**src/rtl/usr_nbit.sv**
```systemverilog
`default_nettype none
// ============================================================================
// Module   : usr_nbit
// Purpose  : Parametrised N-bit universal shift register. Per cycle it can
//            hold, shift right/left, rotate right/left, parallel-load or
//            clear. A serial-shift counter and a one-cycle word-ready pulse
//            mark each completed N-bit serial word, so the block works as a
//            SIPO deserializer, PISO serializer or SISO delay line.
// Ports    : clk            - clock, all state changes on rising edge
//            reset_ah_in    - synchronous active-high reset
//            en_in          - clock enable (0 = hold, word_ready forced low)
//            mode_in[2:0]   - operation select
//            sr_in / sl_in  - serial inputs for shift right / shift left
//            d_par_in[N-1:0]- parallel load data
//            q_par_out      - register contents
//            sr_out/sl_out  - q[0] / q[N-1]
//            cnt_out[CW-1:0]- serial shifts since last load/clear/wrap
//            word_ready_out - registered pulse, one per completed word
// Revision : 1.0 - initial release
// ============================================================================
module usr_nbit #(
    parameter int            N         = 4,
    parameter logic [N-1:0]  RESET_VAL = '0,
    parameter int            CW        = $clog2(N)
) (
    input  logic          clk,
    input  logic          reset_ah_in,
    input  logic          en_in,
    input  logic [2:0]    mode_in,
    input  logic          sr_in,
    input  logic          sl_in,
    input  logic [N-1:0]  d_par_in,
    output logic [N-1:0]  q_par_out,
    output logic          sr_out,
    output logic          sl_out,
    output logic [CW-1:0] cnt_out,
    output logic          word_ready_out
);

    localparam logic [2:0] c_MODE_HOLD = 3'b000;
    localparam logic [2:0] c_MODE_SHR  = 3'b001;
    localparam logic [2:0] c_MODE_SHL  = 3'b010;
    localparam logic [2:0] c_MODE_ROR  = 3'b011;
    localparam logic [2:0] c_MODE_ROL  = 3'b100;
    localparam logic [2:0] c_MODE_LOAD = 3'b101;
    localparam logic [2:0] c_MODE_CLR  = 3'b110;

    localparam logic [CW-1:0] c_CNT_LAST = CW'(N - 1);

    logic [N-1:0]  r_q;
    logic [CW-1:0] r_cnt;
    logic          r_word_ready;

    logic [N-1:0]  w_q_next;
    logic          w_is_shift;
    logic          w_restart;

    // Next register value for the selected operation.
    always_comb begin
        w_q_next = r_q;
        case (mode_in)
            c_MODE_HOLD: w_q_next = r_q;
            c_MODE_SHR:  w_q_next = {sr_in, r_q[N-1:1]};
            c_MODE_SHL:  w_q_next = {r_q[N-2:0], sl_in};
            c_MODE_ROR:  w_q_next = {r_q[0], r_q[N-1:1]};
            c_MODE_ROL:  w_q_next = {r_q[N-2:0], r_q[N-1]};
            c_MODE_LOAD: w_q_next = d_par_in;
            c_MODE_CLR:  w_q_next = '0;
            default:     w_q_next = r_q;
        endcase
    end

    // Only true serial shifts advance the word counter; rotates recirculate
    // existing data and so never complete a new word.
    assign w_is_shift = (mode_in == c_MODE_SHR) || (mode_in == c_MODE_SHL);
    // Load and clear discard any partially assembled word.
    assign w_restart  = (mode_in == c_MODE_LOAD) || (mode_in == c_MODE_CLR);

    always_ff @(posedge clk) begin
        if (reset_ah_in) begin
            r_q          <= RESET_VAL;
            r_cnt        <= '0;
            r_word_ready <= 1'b0;
        end else if (en_in) begin
            r_q <= w_q_next;
            if (w_is_shift) begin
                if (r_cnt == c_CNT_LAST) begin
                    // Wrap straight to zero so back-to-back words pulse
                    // every N shifts with no dead cycle.
                    r_cnt        <= '0;
                    r_word_ready <= 1'b1;
                end else begin
                    r_cnt        <= r_cnt + CW'(1);
                    r_word_ready <= 1'b0;
                end
            end else if (w_restart) begin
                r_cnt        <= '0;
                r_word_ready <= 1'b0;
            end else begin
                r_word_ready <= 1'b0;
            end
        end else begin
            r_word_ready <= 1'b0;
        end
    end

    assign q_par_out      = r_q;
    assign sr_out         = r_q[0];
    assign sl_out         = r_q[N-1];
    assign cnt_out        = r_cnt;
    assign word_ready_out = r_word_ready;

endmodule
`default_nettype wire
```
**config.mk**
```make
export PLATFORM = sky130hd
export DESIGN_NAME = usr_nbit
export DESIGN_NICKNAME = d
export VERILOG_FILES = /design/src/rtl/usr_nbit.sv
export SDC_FILE = /design/constraint.sdc
export NUM_CORES = 1
export LEC_CHECK = 0
export ABC_AREA = 1
export CAP_MARGIN = 25
export CORE_MARGIN = 2
export CORE_UTILIZATION = 35
export DETAILED_ROUTE_END_ITERATION = 8
export PLACE_DENSITY_LB_ADDON = 0.12
export SETUP_SLACK_MARGIN = 0.1
export SLEW_MARGIN = 20
export SYNTH_ARGS = -nofsm -noshare
export SYNTH_HDL_FRONTEND = slang
export SYNTH_SLANG_ARGS = --single-unit
```
**constraint.sdc**
```tcl
create_clock -name clk -period 0.8 [get_ports clk]
set_input_delay 0.16 -clock clk [delete_from_list [all_inputs] [get_ports clk]]
set_output_delay 0.16 -clock clk [all_outputs]
set_load 0.01 [all_outputs]
```
==> flow_summary.ini <==
[run_status]
outcome = finished, violations left
violations = negative setup slack

[cts]
clock_path_buffers = 2
clk_latency_ns = 0.25
path_clk_slew_ns = 0.05
cts_max_level = 1
cts_sinks = 7
tritoncts = yes
root_buffer = clkbuf_4
hold_buffers = 0
cts_buffers = 3

[synthesis]
syn-instance-count = 73
synth_warnings = 0
ys_seq_area_share_pct = 29.8
synth_common_cells = nand2_1, dfxtp_1, nor2_1, a21oi_1
synth-edff-count = 0
ys_ff_latch = 7
syn_avg_cell_area_sq_um = 6.44
syn_nets = 86
synth_ff_type = dfxtp_1
netlist_area_sq_um = 470
yosysTopAreaCell = dfxtp_1
synth_most_common_cell = nand2_1
synth_area_leaders = dfxtp_1, nand2_1, a21oi_1
synthDistinctLibCells = 19
synthArstFlopShare_pct = 0
synth_top_area_share_pct = 29.8

[global_routing]
grt_pass1_vias = 517
grt_overflow = 0
grt_max_degree = 8
grt_usage_pct = 19.8
grt_pass1_wl_mm = 2.10
antenna_found_initial = 0

[power_and_ir_drop]
swShare_pct = 30.6
vdd_drop_max_mv = 0.851
internal_power_uw = 761
power_frac_comb_pct = 34.1
p_leak_nw = 0.403
seq_power_share_pct = 35.9
power_frac_clock_pct = 30.0
p_per_area_nw_per_um2 = 1250
p_switching_uw = 336

[critical_path]
path_max_fanout = 4
crit_slowest_cell = dfxtp_2
r2r_slack_ns = -0.15
r2r_cells = 7
crit_path_end_kind = register
path_common_cell = nand2_1
reg2reg_to = q_par_out[3]$_SDFFE_PP0P_
crit_arrival_ns = 1.13
crit_family = flip-flops
cp-start-kind = register
r2r_start = q_par_out[0]$_SDFFE_PP0P_
worstPathRequired_ns = 0.99
crit_cells = 7
path_cells = buf_4 -> nand4_1 -> nand2_1 -> inv_1 -> nand3_1 -> nand2_1 -> a21oi_2
critical_path_class = register to register
cp-startpoint = q_par_out[0]$_SDFFE_PP0P_
cp-endpoint = q_par_out[3]$_SDFFE_PP0P_
critPathBufInv = 2
slowest_delay_ns = 0.35

[route]
dr.pass1.iters = 4
drt_wl_total_mm = 1.51
drcViolationCount = 0
drt-initial-drc-count = 8
vias = 582
vias_per_cell = 4.73
topRoutingLayerUsed = met4
wl_met3_um = 84
detail-route-antenna-nets = 0
wl_met2_um = 796
wl_met1_um = 580
wl_per_cell_um = 12.3

[die]
fp-row-count = 13
initial_core_util_pct = 36.6
core_area_sq_um = 1280
die-height_um = 40.7
ios = 21
die_x_um = 40.7
dieArea_sq_um = 1650

[layout]
fillers = 116
fin_cells = 123
area_growth_pct = 85.9
stdcell_area_sq_um = 875
drive_gt1_share_pct = 57.4
n_antenna_cell = 0
final_util_pct = 68.1
final_nets = 122

[sta]
fin_worst_skew_ns = 0.000715
worstMarginPinSlew_ns = 0.210
period_share_pct = 118
slew_violations = 0
finalCriticalPeriod_ns = 0.945
timing.final.ws_setup_ns = -0.145
setup_viol = 16
max_freq_mhz = 1060
relSlewSlack_pct = 86.0
hold_viol_final = 0
rsz0062_at_grt = yes

[worst_hold_path]
hold_depth = 5
hold_path.class = input port to register

[placement]
gp_congestion = 0.821
dp.cells = 117
place_area_sq_um = 779
dp_hpwl_mm = 1.00
numPortBuffers = 20

[flow_run]
drv_cap = 0
metal layers:
metal	vias to the layer above	GRT usage (%)
met5	-	0
met4	0	10.0
met3	4	3.80
met2	14	36.5
met1	258	21.0
li1	306	-
sequential cells by signal (all words and copies together) (netlist names):
register / count
cnt_out: 2
q_par_out: 4
word_ready_out: 1
what timing repair did:
item | CTS | global route
resized for setup | 70 | 10
setup endpoints to repair | 16 | 16
buffers inserted | 2 | 0
pin swaps | 10 | 5
power groups by stage:
stage	logic, mW	clock network [mW]	registers, mW
floorplan	0.142	0	0.407
global placement	0.343	0	0.392
detailed placement	0.344	0	0.393
CTS	0.352	0.324	0.392
global route	0.406	0.358	0.395
finish	0.374	0.329	0.394
layout make-up:
cell class / instances / area, sq um / area share (%)
clock buffers: 4 / 26.3 / 3.00
inverters: 8 / 30.0 / 3.43
multi-input cells: 56 / 350 / 40.1
flip-flops and latches: 7 / 148 / 16.9
well taps: 15 / 18.8 / 2.15
repair buffers: 33 / 302 / 34.5
worst min path at each step:
stage,startpoint,slack [ns],end
finish,mode_in[2],0.35,word_ready_out$_SDFF_PP0_
global route,mode_in[2],0.35,word_ready_out$_SDFF_PP0_
CTS,mode_in[2],0.35,word_ready_out$_SDFF_PP0_
detailed placement,cnt_out[1]$_SDFFE_PP0P_,0.58,cnt_out[1]$_SDFFE_PP0P_
global placement,cnt_out[1]$_SDFFE_PP0P_,0.58,cnt_out[1]$_SDFFE_PP0P_
floorplan,reset_ah_in,0.22,cnt_out[0]$_SDFFE_PP0P_
layout by cell type, fill, tap and decap left out, types with 2 or more instances in the layout:
| cell | netlist | layout |
|---|---|---|
| nand2_1 | 20 | 16 |
| buf_6 | 0 | 12 |
| buf_4 | 2 | 9 |
| nand2_2 | 4 | 7 |
| clkdlybuf4s50_1 | 0 | 7 |
| dfxtp_2 | 0 | 6 |
| inv_2 | 3 | 5 |
| nand3_1 | 5 | 4 |
| nor2_1 | 7 | 4 |
| nor2_2 | 2 | 4 |
| a21oi_2 | 1 | 4 |
| buf_2 | 0 | 4 |
| a21oi_1 | 6 | 3 |
| inv_1 | 5 | 3 |
| o21ai_1 | 3 | 3 |
| clkbuf_4 | 0 | 3 |
| nand2_4 | 1 | 2 |
stage by stage:
stage | total power [mW] | hold slack (ns) | setup TNS (ns) | worst slack [ns]
floorplan | 0.549 | 0.222 | -0.0444 | -0.0214
global placement | 0.735 | 0.582 | -6.81 | -0.744
detailed placement | 0.736 | 0.582 | -6.93 | -0.754
CTS | 1.07 | 0.348 | -1.29 | -0.147
global route | 1.16 | 0.354 | -1.76 | -0.221
finish | 1.10 | 0.346 | -1.27 | -0.145
logic make-up (layout without fill, tap and decap cells):
| group | count (synthesis) | in the layout | share of synthesized area (%) |
|---|---|---|---|
| compound gates | 14 | 14 | 17.3 |
| fa+ha+maj | 1 | 1 | 2.66 |
| buf+inv | 10 | 45 | 9.57 |
| flops | 7 | 7 | 29.8 |
| simple gates | 41 | 41 | 40.7 |
worst min-delay path: stages:
cell and delay [ns]:
buf_2 0.14, buf_4 0.12, nor2_2 0.05, nand2_2 0.06, nor2_2 0.03
No activity file was read; power rests on OpenSTA's default activity.
